## src/rtl/gpio_in_pkg.sv

```systemverilog
// Shared types and constants for the GPIO input conditioner.
package gpio_in_pkg;

  localparam int unsigned SysClkFreq     = 30_000_000;
  // One debounce tick per millisecond at the default system clock.
  localparam int unsigned DefaultTickDiv = SysClkFreq / 1000;

  typedef struct packed {
    logic rise_en;
    logic fall_en;
  } gpio_in_cfg_t;

  // Bits needed to count 0..n-1, never less than one bit.
  function automatic int unsigned cnt_width(input int unsigned n);
    return (n <= 1) ? 1 : $clog2(n);
  endfunction

endpackage

```

## src/rtl/gpio_in_debounce_chan.sv

```systemverilog
// One input channel: polarity fix, synchroniser, tick-based debounce and edge pulses.
module gpio_in_debounce_chan
  import gpio_in_pkg::*;
#(
  parameter int unsigned SyncStages    = 2,
  parameter int unsigned DebounceTicks = 10,
  parameter logic        Invert        = 1'b1
) (
  input  logic clk,
  input  logic rst,
  input  logic pin,
  input  logic tick,
  output logic level,
  output logic rise,
  output logic fall
);

  localparam int unsigned CntW = cnt_width(DebounceTicks + 1);
  localparam logic [CntW-1:0] CntLast = CntW'(DebounceTicks - 1);

  logic [SyncStages-1:0] sync_q;
  logic                  s;
  logic                  level_r;
  logic                  level_q;
  logic [CntW-1:0]       cnt;

  always_ff @(posedge clk or posedge rst) begin
    if (rst) begin
      sync_q <= '0;
    end else begin
      sync_q <= {sync_q[SyncStages-2:0], pin ^ Invert};
    end
  end

  assign s = sync_q[SyncStages-1];

  // Any return to the accepted level restarts the window, so bounces never accumulate.
  always_ff @(posedge clk or posedge rst) begin
    if (rst) begin
      level_r <= 1'b0;
      level_q <= 1'b0;
      cnt     <= '0;
    end else begin
      level_q <= level_r;
      if (s == level_r) begin
        cnt <= '0;
      end else if (tick) begin
        if (cnt == CntLast) begin
          level_r <= ~level_r;
          cnt     <= '0;
        end else begin
          cnt <= cnt + CntW'(1);
        end
      end
    end
  end

  assign level = level_r;
  assign rise  = level_r & ~level_q;
  assign fall  = ~level_r & level_q;

endmodule

```

## src/rtl/gpio_in_filter.sv

```systemverilog
// Input conditioner top: shared debounce tick, per-channel filters, sticky maskable interrupts.
module gpio_in_filter
  import gpio_in_pkg::*;
#(
  parameter int unsigned      Width         = 16,
  parameter int unsigned      SyncStages    = 2,
  parameter int unsigned      TickDiv       = DefaultTickDiv,
  parameter int unsigned      DebounceTicks = 10,
  parameter logic [Width-1:0] InvertMask    = '1
) (
  input  logic             clk_i,
  input  logic             rst_i,
  input  logic [Width-1:0] pins_i,
  output logic [Width-1:0] level_o,
  output logic [Width-1:0] rise_o,
  output logic [Width-1:0] fall_o,
  input  logic [Width-1:0] irq_rise_en_i,
  input  logic [Width-1:0] irq_fall_en_i,
  input  logic [Width-1:0] irq_clr_i,
  output logic [Width-1:0] irq_status_o,
  output logic             irq_o
);

  localparam int unsigned TickW = cnt_width(TickDiv);

  logic tick;

  // Free-running prescaler; input activity never realigns it.
  if (TickDiv == 1) begin : g_no_div
    assign tick = 1'b1;
  end else begin : g_div
    logic [TickW-1:0] tick_cnt;

    always_ff @(posedge clk_i or posedge rst_i) begin
      if (rst_i) begin
        tick_cnt <= '0;
      end else if (tick_cnt == TickW'(TickDiv - 1)) begin
        tick_cnt <= '0;
      end else begin
        tick_cnt <= tick_cnt + TickW'(1);
      end
    end

    assign tick = (tick_cnt == TickW'(TickDiv - 1));
  end

  for (genvar i = 0; i < Width; i++) begin : g_chan
    gpio_in_debounce_chan #(
      .SyncStages   (SyncStages),
      .DebounceTicks(DebounceTicks),
      .Invert       (InvertMask[i])
    ) u_chan (
      .clk  (clk_i),
      .rst  (rst_i),
      .pin  (pins_i[i]),
      .tick (tick),
      .level(level_o[i]),
      .rise (rise_o[i]),
      .fall (fall_o[i])
    );
  end

  gpio_in_cfg_t [Width-1:0] cfg;
  logic [Width-1:0]         irq_set;
  logic [Width-1:0]         status_next;

  always_comb begin
    cfg     = '0;
    irq_set = '0;
    for (int i = 0; i < Width; i++) begin
      cfg[i].rise_en = irq_rise_en_i[i];
      cfg[i].fall_en = irq_fall_en_i[i];
      irq_set[i]     = (rise_o[i] & cfg[i].rise_en) | (fall_o[i] & cfg[i].fall_en);
    end
  end

  // A new event in the same cycle as a clear keeps the bit set.
  assign status_next = (irq_status_o & ~irq_clr_i) | irq_set;

  always_ff @(posedge clk_i or posedge rst_i) begin
    if (rst_i) begin
      irq_status_o <= '0;
      irq_o        <= 1'b0;
    end else begin
      irq_status_o <= status_next;
      irq_o        <= |status_next;
    end
  end

endmodule

```

## config.mk

```make
export PLATFORM = sky130hd
export DESIGN_NAME = gpio_in_filter
export DESIGN_NICKNAME = d
export VERILOG_FILES = /design/src/rtl/gpio_in_pkg.sv /design/src/rtl/gpio_in_debounce_chan.sv /design/src/rtl/gpio_in_filter.sv
export SDC_FILE = /design/constraint.sdc
export NUM_CORES = 1
export LEC_CHECK = 0
export CAP_MARGIN = 20
export CORE_UTILIZATION = 60
export CTS_CLUSTER_DIAMETER = 30
export CTS_CLUSTER_SIZE = 40
export DETAILED_ROUTE_END_ITERATION = 16
export DONT_BUFFER_PORTS = 1
export PLACE_DENSITY = 0.76
export SETUP_SLACK_MARGIN = 0.05
export SYNTH_ARGS = -nofsm -noshare
export SYNTH_HDL_FRONTEND = slang
export SYNTH_SLANG_ARGS = --single-unit
```

## constraint.sdc

```tcl
create_clock -name clk_i -period 12.2 [get_ports clk_i]
set_input_delay 1.22 -clock clk_i [delete_from_list [all_inputs] [get_ports clk_i]]
set_output_delay 1.22 -clock clk_i [all_outputs]
set_load 0.01 [all_outputs]
```

==> results of run 1 <==
==> power by group <==
group          total (mW)  switching, mW  internal, mW
logic              0.0175         0.0142       0.00329
registers           0.539        0.00273         0.536
clock network       0.584          0.204         0.380
total                1.14          0.221         0.919
==> worst max path at each step <==
stage                                  from  slack (ns)  cells past startpoint                  endpoint
after floorplan                       rst_i        6.66                      1   g_chan[0].u_chan.cnt[0]
after global placement                rst_i        9.54                      2        g_div.tick_cnt[11]
after detailed placement              rst_i        9.49                      2        g_div.tick_cnt[10]
after CTS                 g_div.tick_cnt[0]        9.68                      6  g_chan[13].u_chan.cnt[3]
after global routing      g_div.tick_cnt[0]        9.47                      6  g_chan[13].u_chan.cnt[3]
final                     g_div.tick_cnt[0]        9.68                      6  g_chan[13].u_chan.cnt[3]
==> state kept, by name, summed over array words and instances (netlist names) <==
register and count:
irq_o 1, g_chan.u_chan.sync_q 32, irq_status_o 16, g_chan.u_chan.level 16
g_div.tick_cnt 15, g_chan.u_chan.cnt 64, g_chan.u_chan.level_q 16
==> final cells by class <==
class                   instances  area (sq um)  share of cell area
inverters                      53           204              0.0251
well taps                     168           210              0.0259
repair buffers                  3          22.5             0.00277
clock buffers                  23           478              0.0589
multi-input cells             463          3020               0.372
flip-flops and latches        160          4000               0.493
clock inverters                 9           179              0.0220
==> worst max-delay path, stage by stage, from the launching register on <==
cell     delay [ns]
dfrtp_1        0.39
ha_1           0.25
and4_1         0.28
nand4_4        0.26
buf_4          0.48
or4b_1         0.58
a31oi_1        0.18
==> Yosys cell counts, types with 23 or more instances <==
cell type    n  area [sq um]
dfrtp_1    160          4000
nand3_1     28           140
or3_1       31           194
xnor2_1     23           201
a21oi_1     47           235
inv_1       53           199
nor2b_1     49           307
nand2_1     74           278
buf_4       50           375
nor2_1      24          90.1
ha_1        31           388
o21ai_0     32           160
==> logic make-up after synthesis <==
kind of cell    Yosys count
compound gates          131
xor+xnor                 27
fa+ha+maj                31
buf+inv                 119
flops                   160
mux                       6
simple gates            268
==> placed cells by master (no fill, tap or decap), types with 13 or more instances in the layout <==
| master | instances |
|---|---|
| or3_1 | 31 |
| nand3_1 | 28 |
| nor2_1 | 24 |
| or4_1 | 16 |
| nor2b_1 | 49 |
| nand2_1 | 74 |
| xnor2_1 | 23 |
| a221o_1 | 16 |
| o21ai_0 | 32 |
| inv_1 | 52 |
| dfrtp_1 | 160 |
| a31oi_1 | 13 |
| a21oi_1 | 47 |
| ha_1 | 31 |
| clkbuf_16 | 17 |
==> routing by layer <==
| metal | GRT usage | vias to the layer above | routed length, microns |
|---|---|---|---|
| li1 | - | 2440 | - |
| met1 | 0.258 | 2528 | 5850 |
| met2 | 0.384 | 126 | 7110 |
| met3 | 0.0617 | 18 | 637 |
| met4 | 0.0952 | 0 | 193 |
| met5 | 0 | - | 0 |
==> impl_metrics.env, run 1 <==
export IMPL_status="finished clean"
export IMPL_synth_cell_type_count=43
export IMPL_synth_xor_area_frac=0.0308
export IMPL_synth_avg_cell_area_sq_um=10.3
export IMPL_cts_resized=0
export IMPL_slew_limit_headroom=0.455
export IMPL_dieArea_sq_mm=0.0132
export IMPL_antenna_found_initial=0
export IMPL_cp_max_fo=99
export IMPL_grt_pass1_vias=5071
export IMPL_synth_compound_area_frac=0.108
export IMPL_critPathKind="reg2reg"
export IMPL_final_nets=795
export IMPL_cp_required_ns=12.54
export IMPL_power_density_mw_per_mm2=140
export IMPL_ys_seq_area_frac=0.522
export IMPL_synth_seq_cells=160
export IMPL_cts_buffer_depth=2
export IMPL_hold_buffers=0
export IMPL_worst_slew_pin_slew_ns=0.818
export IMPL_synth_ff_type="dfrtp_1"
export IMPL_vias=5112
export IMPL_cp_arrival_ns=2.86
export IMPL_skew_ns=0.00611
export IMPL_worstHoldPathCells=0
export IMPL_synth_cells=742
export IMPL_viasPerCell=5.82
export IMPL_grt_ovfl_total=0
export IMPL_drt_pass1_iterations=5
export IMPL_stdcell_count=879
export IMPL_cts_num_sinks=160
export IMPL_reg2reg_depth=6
export IMPL_hold_slack_ns=0.340
export IMPL_die_w_microns=115
export IMPL_synth_adder_area_share=0.0505
export IMPL_hold_class="reg2reg"
export IMPL_die_h_microns=115
export IMPL_reg2reg_from="g_div.tick_cnt[0]"
export IMPL_min_from="g_chan[15].u_chan.sync_q[0]"
export IMPL_finalSetupTns_ns=0
export IMPL_final_hold_violation_count=0
export IMPL_routedWlPerCell_microns=15.7
export IMPL_root_buffer="clkbuf_16"
export IMPL_syn_cell_area_sq_mm=0.00767
export IMPL_setup_viol=0
export IMPL_fin_crit_sh=0.207
export IMPL_grt_use_total=0.221
export IMPL_area_growth_pct=5.77
export IMPL_antenna_cells=0
export IMPL_vdd_drop_max_v=0.0000966
export IMPL_fin_area_sq_mm=0.00812
export IMPL_reg2reg_to="g_chan[13].u_chan.cnt[3]"
export IMPL_r2r_setup_slack_ns=9.68
export IMPL_dp_cells=847
export IMPL_htreeDepth=4
export IMPL_yosys_warnings=0
export IMPL_port_buffers=0
export IMPL_grt_pass1_wl_microns=22500
export IMPL_fillers=921
export IMPL_io_pins=131
export IMPL_grt_max_degree=100
export IMPL_rsz0062_at_grt="false"
export IMPL_cap_violations=0
export IMPL_cts_clk_slew_worst_paths_ns=0.06
export IMPL_cts_buffers=17
export IMPL_rows=40
export IMPL_synth_top_family_by_area="simple AND/OR/NAND/NOR gates"
export IMPL_clock_latency_ns=0.42
export IMPL_postCtsSetupBuffers=0
export IMPL_synth_edff_count=0
export IMPL_tritoncts="done"
export IMPL_cp_end_kind="flip-flop"
export IMPL_finalWorstSetupSlack_ns=9.68
export IMPL_initial_core_util=0.626
export IMPL_total_power_mw=1.14
export IMPL_fin_crit_ns=2.52
export IMPL_drv_slew=0
export IMPL_drc=0
export IMPL_dpl_hpwl_microns=9210
export IMPL_holdPathEnd="g_chan[15].u_chan.sync_q[1]"
export IMPL_drive_gt1_frac=0.0661
export IMPL_core_sq_mm=0.0123
export IMPL_place_gp_congestion=0.796
export IMPL_final_antenna_net_count=0
export IMPL_fmax_mhz=396
export IMPL_synthesis_nets=839
export IMPL_leakagePower_nw=3.71
export IMPL_totalWireLength_microns=13800
export IMPL_startpoint_type="flip-flop"
export IMPL_place_area_sq_mm=0.00746
export IMPL_ys_async_sr_fraction=1.00
export IMPL_synthMuxAreaShare=0.00864
export IMPL_pre_cts_slack_ns=9.49
export IMPL_drt_iter0_drc=246
export IMPL_fin_util=0.662
export IMPL_yosys_area_share_simple=0.195
Note: power is estimated with default switching activity, not from simulation.
==> run 2, diff against run 1 <==
==> constraint.sdc (replaced) <==
create_clock -name clk_i -period 2.6 [get_ports clk_i]
set_input_delay 0.26 -clock clk_i [delete_from_list [all_inputs] [get_ports clk_i]]
set_output_delay 0.26 -clock clk_i [all_outputs]
set_load 0.01 [all_outputs]
==> impl_metrics.env, run 2 (same netlist as run 1, synthesis figures left out) <==
export IMPL_total_power_mw=5.11
export IMPL_cp_max_fo=21
export IMPL_cts_buffers=17
export IMPL_antenna_cells=0
export IMPL_power_density_mw_per_mm2=617
export IMPL_postCtsSetupBuffers=0
export IMPL_die_h_microns=115
export IMPL_routedWlPerCell_microns=15.5
export IMPL_cts_resized=0
export IMPL_drc=0
export IMPL_cp_arrival_ns=2.60
export IMPL_core_sq_mm=0.0123
export IMPL_largest_reg_flops=64
export IMPL_setup_viol=0
export IMPL_drv_slew=0
export IMPL_top_register="g_chan.u_chan.cnt"
export IMPL_cp_end_kind="flip-flop"
export IMPL_htreeDepth=4
export IMPL_antenna_found_initial=0
export IMPL_place_gp_congestion=0.825
export IMPL_port_buffers=0
export IMPL_drt_pass1_iterations=4
export IMPL_dieArea_sq_mm=0.0132
export IMPL_vdd_drop_max_v=0.000466
export IMPL_tritoncts="done"
export IMPL_finalSetupTns_ns=0
export IMPL_grt_pass1_wl_microns=23600
export IMPL_fmax_mhz=438
export IMPL_rsz0062_at_grt="false"
export IMPL_grt_pass1_vias=5236
export IMPL_fin_crit_sh=0.878
export IMPL_dpl_hpwl_microns=9250
export IMPL_drt_iter0_drc=291
export IMPL_largest_registers="g_chan.u_chan.cnt: 64 flops, g_chan.u_chan.sync_q: 32 flops"
export IMPL_fin_util=0.676
export IMPL_cp_required_ns=2.91
export IMPL_root_buffer="clkbuf_16"
export IMPL_fillers=911
export IMPL_critPathKind="reg2reg"
export IMPL_worst_slew_pin_slew_ns=0.835
export IMPL_skew_ns=0.00584
export IMPL_initial_core_util=0.626
export IMPL_clock_latency_ns=0.42
export IMPL_leakagePower_nw=3.79
export IMPL_vias=5146
export IMPL_drive_gt1_frac=0.0683
export IMPL_grt_ovfl_total=0
export IMPL_io_pins=131
export IMPL_rows=40
export IMPL_startpoint_type="flip-flop"
export IMPL_hold_buffers=18
export IMPL_totalWireLength_microns=14000
export IMPL_final_antenna_net_count=0
export IMPL_status="finished, violations left"
export IMPL_dp_cells=850
export IMPL_cts_num_sinks=160
export IMPL_cts_buffer_depth=2
export IMPL_hold_class="in2async"
export IMPL_final_hold_violation_count=59
export IMPL_final_common_cell="dfrtp_1"
export IMPL_grt_use_total=0.229
export IMPL_cap_violations=0
export IMPL_final_nets=816
export IMPL_stdcell_count=900
export IMPL_hold_slack_ns=-0.0660
export IMPL_fin_crit_ns=2.28
export IMPL_cts_clk_slew_worst_paths_ns=0.06
export IMPL_layout_common_cells="dfrtp_1, nand2_1, inv_1"
export IMPL_slew_limit_headroom=0.443
export IMPL_grt_max_degree=161
export IMPL_area_growth_pct=8.01
export IMPL_viasPerCell=5.72
export IMPL_die_w_microns=115
export IMPL_violations="negative hold slack"
-- run 2: changes by cell type in the layout (fill, tap and decap cells not counted), sizes merged --
cell | before | now
dlygate4sd3 | 0 | 18
clkinv | 2 | 6
buf | 3 | 6
bufinv | 5 | 3
clkbuf | 23 | 21
clkinvlp | 2 | 3
inv | 53 | 52
-- run 2: worst paths after layout --
| check | startpoint | endpoint | slack (ns) | depth (start not counted) |
|---|---|---|---|---|
| min reg2reg | g_chan[5].u_chan.sync_q[0] | g_chan[5].u_chan.sync_q[1] | 0.35 | 0 |
| min | rst_i | irq_status_o[14] | -0.07 | 2 |
| max reg2reg | g_div.tick_cnt[0] | g_chan[10].u_chan.cnt[3] | 0.32 | 6 |
| min in group clk_i | irq_rise_en_i[0] | irq_status_o[0] | 0.01 | 1 |
| max in group asynchronous | rst_i | g_chan[5].u_chan.cnt[0] | 2.04 | 2 |
| max | g_div.tick_cnt[0] | g_chan[10].u_chan.cnt[3] | 0.32 | 6 |
-- run 2: area by class of cell --
cell class / instances / area [sq um] / area share
inverter: 53 / 203 / 0.0245
clock buffer: 21 / 450 / 0.0543
multi-input combinational: 463 / 3020 / 0.364
tap: 168 / 210 / 0.0254
sequential: 160 / 4000 / 0.483
timing repair buffer: 24 / 263 / 0.0317
clock inverter: 11 / 139 / 0.0168
-- run 2: where the power goes --
part           internal, mW  total (mW)  switching (mW)
combinational        0.0340       0.104          0.0703
clock                  1.53        2.48           0.953
sequential             2.52        2.53          0.0132
-- run 2: metrics by stage --
stage | cell area (sq um) | setup slack [ns]
floorplan | 7680 | 0.311
global placement | 7520 | 0.446
detailed placement | 7520 | 0.312
CTS | 8290 | 0.310
global route | 8290 | 0.177
finish | 8290 | 0.317
-- run 2: critical path, cell delays in order, from the launching register on --
cell	delay, ns
dfrtp_1	0.39
ha_1	0.23
and4_1	0.27
and4_2	0.59
buf_4	0.26
a41oi_1	0.13
a311oi_1	0.29
-- run 2: per-layer routing --
metal	GRT usage	share of wire
met5	0	0
met4	0.0952	0.020
met3	0.0601	0.040
met2	0.388	0.51
met1	0.278	0.43
